--- src/rtl/puf_window_counter.sv ---
// Ring-oscillator PUF window counter: warms up both oscillators, counts their
// synchronized edge pulses over a fixed window, then publishes the two totals.
module puf_window_counter #(
  parameter int unsigned WINDOW_CYCLES = 65536,
  parameter int unsigned SETTLE_CYCLES = 16
) (
  input  logic        clk,
  input  logic        rst_n,
  input  logic        start,
  input  logic        ro_pulse_a,
  input  logic        ro_pulse_b,
  output logic        ro_enable,
  output logic        busy,
  output logic [31:0] count1,
  output logic [31:0] count2,
  output logic        counts_valid
);

  typedef enum logic [1:0] {
    IDLE   = 2'd0,
    SETTLE = 2'd1,
    COUNT  = 2'd2,
    DONE   = 2'd3
  } state_t;

  localparam logic [24:0] SETTLE_LAST = 25'(SETTLE_CYCLES - 1);
  localparam logic [24:0] WINDOW_LAST = 25'(WINDOW_CYCLES - 1);

  state_t      r_state;
  state_t      w_state_next;
  logic [24:0] r_phase;
  logic        w_phase_clear;
  logic [31:0] r_acc [2];
  logic [31:0] w_acc_next [2];
  logic [1:0]  w_pulse;

  assign w_pulse = {ro_pulse_b, ro_pulse_a};

  // Saturating increment per channel; index 0 is RO A, index 1 is RO B.
  generate
    for (genvar gi = 0; gi < 2; gi++) begin : g_acc
      always_comb begin
        w_acc_next[gi] = r_acc[gi];
        if (w_pulse[gi] && (r_acc[gi] != 32'hFFFF_FFFF)) begin
          w_acc_next[gi] = r_acc[gi] + 32'd1;
        end
      end
    end
  endgenerate

  always_comb begin
    w_state_next  = r_state;
    w_phase_clear = 1'b0;
    case (r_state)
      IDLE: begin
        if (start) begin
          w_state_next  = SETTLE;
          w_phase_clear = 1'b1;
        end
      end
      SETTLE: begin
        if (r_phase == SETTLE_LAST) begin
          w_state_next  = COUNT;
          w_phase_clear = 1'b1;
        end
      end
      COUNT: begin
        if (r_phase == WINDOW_LAST) begin
          w_state_next  = DONE;
          w_phase_clear = 1'b1;
        end
      end
      DONE: begin
        w_state_next  = IDLE;
        w_phase_clear = 1'b1;
      end
      default: begin
        w_state_next  = IDLE;
        w_phase_clear = 1'b1;
      end
    endcase
  end

  always_ff @(posedge clk) begin
    if (!rst_n) begin
      r_state      <= IDLE;
      r_phase      <= '0;
      ro_enable    <= 1'b0;
      busy         <= 1'b0;
      counts_valid <= 1'b0;
      count1       <= '0;
      count2       <= '0;
      for (int i = 0; i < 2; i++) begin
        r_acc[i] <= '0;
      end
    end else begin
      r_state      <= w_state_next;
      // Outputs are registered from the next state so they align with the state itself.
      ro_enable    <= (w_state_next == SETTLE) || (w_state_next == COUNT);
      busy         <= (w_state_next != IDLE);
      counts_valid <= (w_state_next == DONE);

      if (w_phase_clear) begin
        r_phase <= '0;
      end else if (r_state != IDLE) begin
        r_phase <= r_phase + 25'd1;
      end

      if ((r_state == IDLE) && start) begin
        for (int i = 0; i < 2; i++) begin
          r_acc[i] <= '0;
        end
      end else if (r_state == COUNT) begin
        for (int i = 0; i < 2; i++) begin
          r_acc[i] <= w_acc_next[i];
        end
      end

      // The last window cycle's pulse is folded in via the next-value path.
      if ((r_state == COUNT) && (w_state_next == DONE)) begin
        count1 <= w_acc_next[0];
        count2 <= w_acc_next[1];
      end
    end
  end

endmodule

--- config.mk ---
export PLATFORM = sky130hd
export DESIGN_NAME = puf_window_counter
export DESIGN_NICKNAME = d
export VERILOG_FILES = /design/src/rtl/puf_window_counter.sv
export SDC_FILE = /design/constraint.sdc
export NUM_CORES = 1
export LEC_CHECK = 0
export ABC_AREA = 1
export CORE_ASPECT_RATIO = 0.9
export CORE_UTILIZATION = 60
export DETAILED_ROUTE_END_ITERATION = 10
export GPL_TIMING_DRIVEN = 0
export PLACE_DENSITY = 0.82
export SETUP_SLACK_MARGIN = 0.5
export SYNTH_ARGS = -nofsm -noshare
export SYNTH_HDL_FRONTEND = slang
export SYNTH_SLANG_ARGS = --single-unit
--- constraint.sdc ---
create_clock -name clk -period 6.8 [get_ports clk]
set_input_delay 1.02 -clock clk [delete_from_list [all_inputs] [get_ports clk]]
set_output_delay 1.02 -clock clk [all_outputs]
set_load 0.05 [all_outputs]
# After elaboration in Yosys (flattened, before gate mapping)
# Memory sizes are Yosys's and may differ from the RTL's.
# Cells that the tools add are included.
# totals
ff_bits,94
ramBits,64
inputBits,5
output_inout_bits,67
word_cells,57
mem_count,1
# op_classes
n_addsub,3
eq_ne,10
muxes,22
bitwise_logic,5
n_reduce_logical,9
# mem_list
memory,depth,word_bits,rd,rd_ports_with_merged_regs,write_ports,line,source
r_acc,2,32,2,0,2,33,logic [31:0] r_acc [2];
# ops
operator,count
32-bit 2-to-1 mux,6
32-bit by 1-bit adder with 32-bit output (second input constant),2
32-bit != test (second input constant),2
25-bit by 1-bit adder with 25-bit output (second input constant),1
25-bit by 16-bit equality test with 1-bit output (second input constant),1
25-bit by 4-bit equality test with 1-bit output (second input constant),1
1-bit 2-to-1 mux,11
2-bit equality test (second input constant),4
2-bit case mux with 4 select lines,1
2-bit 2-to-1 mux,3
2-bit by 1-bit equality test with 1-bit output (second input constant),2
1-bit logical AND,4
1-bit bitwise OR,4
1-bit case mux with 4 select lines,1
2-bit nonzero test,2
2-bit logical NOT,1
2-bit OR reduction,1
1-bit logical OR,1
1-bit NOT,1

# Logic depth before layout (Yosys ltp)
# logic_depth
ltp_word,7
depth_mapped,16
mapped_depth_nobuf,14

# Worst setup path before layout
# No wires, ideal clock.
# synth_path
kind,input -> register
start,in rst_n
end,mem r_acc[0][0] (enable)
arrival_ps,3250
t_required_ps,5948
slack_ps,2697
cell_stages,4
cell_sequence,clkbuf_1 clkbuf_1 clkbuf_1 nand3_1
# synth_lines
element,line,source
from (decl),8,"input logic rst_n,"
to (decl),33,

==> impl_metrics.env <==
export IMPL_clk_pin_slew_ns=0.07
export IMPL_rows=41
export IMPL_dpl_hpwl_um=17000
export IMPL_synth_main_ff_cell="dfxtp_1"
export IMPL_wl_per_cell_um=14.9
export IMPL_drc=0
export IMPL_yosys_register_bits=158
export IMPL_cap_violations=0
export IMPL_tightest_slew_ns=0.744
export IMPL_crit_fanout=33
export IMPL_power_uw=2070
export IMPL_yosysSeqAreaShare_pct=42.8
export IMPL_hold_class="reg2reg"
export IMPL_synthTopCellsByCount="nand2_1 (396), nor2_1 (151), inv_1 (147), nand3_1 (128), dfxtp_1 (94)"
export IMPL_fillers=1219
export IMPL_ir_drop_mv=0.205
export IMPL_worstPathRequired_ns=6.97
export IMPL_diodes=0
export IMPL_clock_root_buffer="clkbuf_16"
export IMPL_slew_violations=0
export IMPL_synthesis_area_mm2=0.00888
export IMPL_clk_path_buf_depth=2
export IMPL_fin_setup_tns_ns=0
export IMPL_fmax_mhz=305
export IMPL_holdWs_ns=0.486
export IMPL_layout_nets=1362
export IMPL_endpoint_kind="register"
export IMPL_async_reset_ff_share_pct=0
export IMPL_ys_types=35
export IMPL_arrival_ns=3.45
export IMPL_gp_congestion=0.977
export IMPL_die_h_um=117
export IMPL_layout_min_cycle_time_ns=3.28
export IMPL_antenna_found_initial=0
export IMPL_power_density_mw_per_mm2=199
export IMPL_core_area_mm2=0.0142
export IMPL_syn_nets=1272
export IMPL_areaGrowthSynthToFinish_pct=17.3
export IMPL_syn_inst=1262
export IMPL_postRouteAntennaNets=0
export IMPL_avgSynthCellArea_um2=7.04
export IMPL_drive_gt1_share_pct=4.47
export IMPL_status="finished, final reports clean"
export IMPL_dieArea_mm2=0.0153
export IMPL_synth_edf_count=64
export IMPL_cts_sinks=158
export IMPL_cts_tree="built"
export IMPL_first_pass_iters=6
export IMPL_wirelength_um=23300
export IMPL_fin_crit_sh_pct=48.3
export IMPL_die_x_um=130
export IMPL_top_level_ports=72
export IMPL_ys_top_cells_by_area="edfxtp_1 (22%), dfxtp_1 (21%), nand2_1 (17%)"
export IMPL_worst_setup_path_type="in2reg"
export IMPL_first_global_vias=7862
export IMPL_finClkSkew_ns=0.00893
export IMPL_drt_iter0_drc=773
export IMPL_fin_cells=1558
export IMPL_cts_resized=0
export IMPL_portBuffers=70
export IMPL_initial_utilization_pct=62.5
export IMPL_rsz0062_at_grt="no"
export IMPL_clk_latency_ns=0.43
export IMPL_ctsHtreeMaxLevel=4
export IMPL_grt_start_max_net_pins=34
export IMPL_track_usage_pct=32.0
export IMPL_grt_overflow=0
export IMPL_numCtsBuffers=17
export IMPL_hold_viol_final=0
export IMPL_setup_viol=0
export IMPL_via_count=8411
export IMPL_dpl_cell_count=1526
export IMPL_yosysTopAreaCell="edfxtp_1"
export IMPL_p_leak_uw=0.00415
export IMPL_grt_pass1_wl_um=38000
export IMPL_holdBufCountCts=0
export IMPL_fin_util_pct=73.3
export IMPL_postCtsSetupBuffers=0
export IMPL_max_slew_margin_pct=50.4
export IMPL_synth_warnings=0
export IMPL_synth_top_cell_area_share_pct=21.6
export IMPL_viasPerCell=5.40
export IMPL_synth_most_common_cell="nand2_1"
export IMPL_start_kind="input pin"
logic make-up (layout without fill, tap and decap cells):
logic type / Yosys count / after routing / share of synthesized area, %
buf+inv: 186 / 289 / 8.25
fa+ha+maj: 5 / 5 / 0.704
xor+xnor: 30 / 30 / 2.96
flops: 158 / 158 / 42.8
simple gates: 738 / 738 / 35.4
compound gates: 145 / 145 / 9.90
worst max-delay path, stage by stage:
cell	delay (ns)
clkbuf_1	0.55
clkbuf_1	0.43
clkbuf_1	0.51
nand3_4	0.52
buf_12	0.38
worst paths after layout:
check | startpoint | to | slack (ns) | cells past startpoint
max | rst_n | r_acc[0][37] | 3.52 | 5
min | r_phase[0] | r_phase[0] | 0.49 | 2
max reg2reg | r_state[1] | count1[19] | 3.75 | 14
min reg2reg | r_phase[0] | r_phase[0] | 0.49 | 2
registers in the layout, summed over array words and instances (netlist names):
register	cells
r_phase	25
count1	32
r_state	2
busy	1
counts_valid	1
r_acc	64
ro_enable	1
count2	32
power by group:
group | switching (uW) | leakage, uW | total, uW | internal [uW]
Combinational | 76.0 | 0.00243 | 108 | 31.9
Sequential | 28.7 | 0.00145 | 1040 | 1010
Clock | 408 | 0.000257 | 926 | 517
area by class of cell:
| class | count | area (um2) | share of cell area, % |
|---|---|---|---|
| inverters | 148 | 556 | 5.33 |
| clock buffers | 21 | 450 | 4.32 |
| flip-flops and latches | 158 | 3800 | 36.5 |
| multi-input cells | 918 | 4360 | 41.8 |
| plain buffers | 38 | 178 | 1.71 |
| repair buffers | 71 | 721 | 6.92 |
| well taps | 193 | 241 | 2.32 |
| clock inverters | 11 | 108 | 1.03 |
metal layers:
layer  vias up  track usage (%)  share of wire (%)
li1       4237                -                  -
met1      3877             42.8                 46
met2       259             51.9                 46
met3        38             4.97                5.7
met4         0             11.3                2.2
met5         -                0                  0
layout by cell type, fill, tap and decap left out, drive strengths merged:
master	netlist	routed
nand2	403	403
nor2	159	159
inv	148	152
nand3	130	130
dfxtp	94	94
a21oi	77	77
clkdlybuf4s50	0	70
edfxtp	64	64
o21a	60	60
clkbuf	24	45
xor2	20	20
buf	14	15
nand4	13	13
nand3b	13	13
nor3	12	12
xnor2	10	10
o21ai	6	6
ha	5	5
clkinvlp	0	5
and2	3	3
or2	2	2
nor4	1	1
o21bai	1	1
a31oi	1	1
nor3b	1	1
and3	1	1
clkinv	0	1
bufinv	0	1
stage by stage:
step | worst slack, ns | area [um2]
6_report | 3.52 | 10400
5_1_grt | 3.35 | 10400
4_1_cts | 3.50 | 10400
3_5_place_dp | 3.06 | 9860
3_3_place_gp | 0.757 | 9820
2_1_floorplan | 2.70 | 8880
Power figures use the tool's default switching activity.
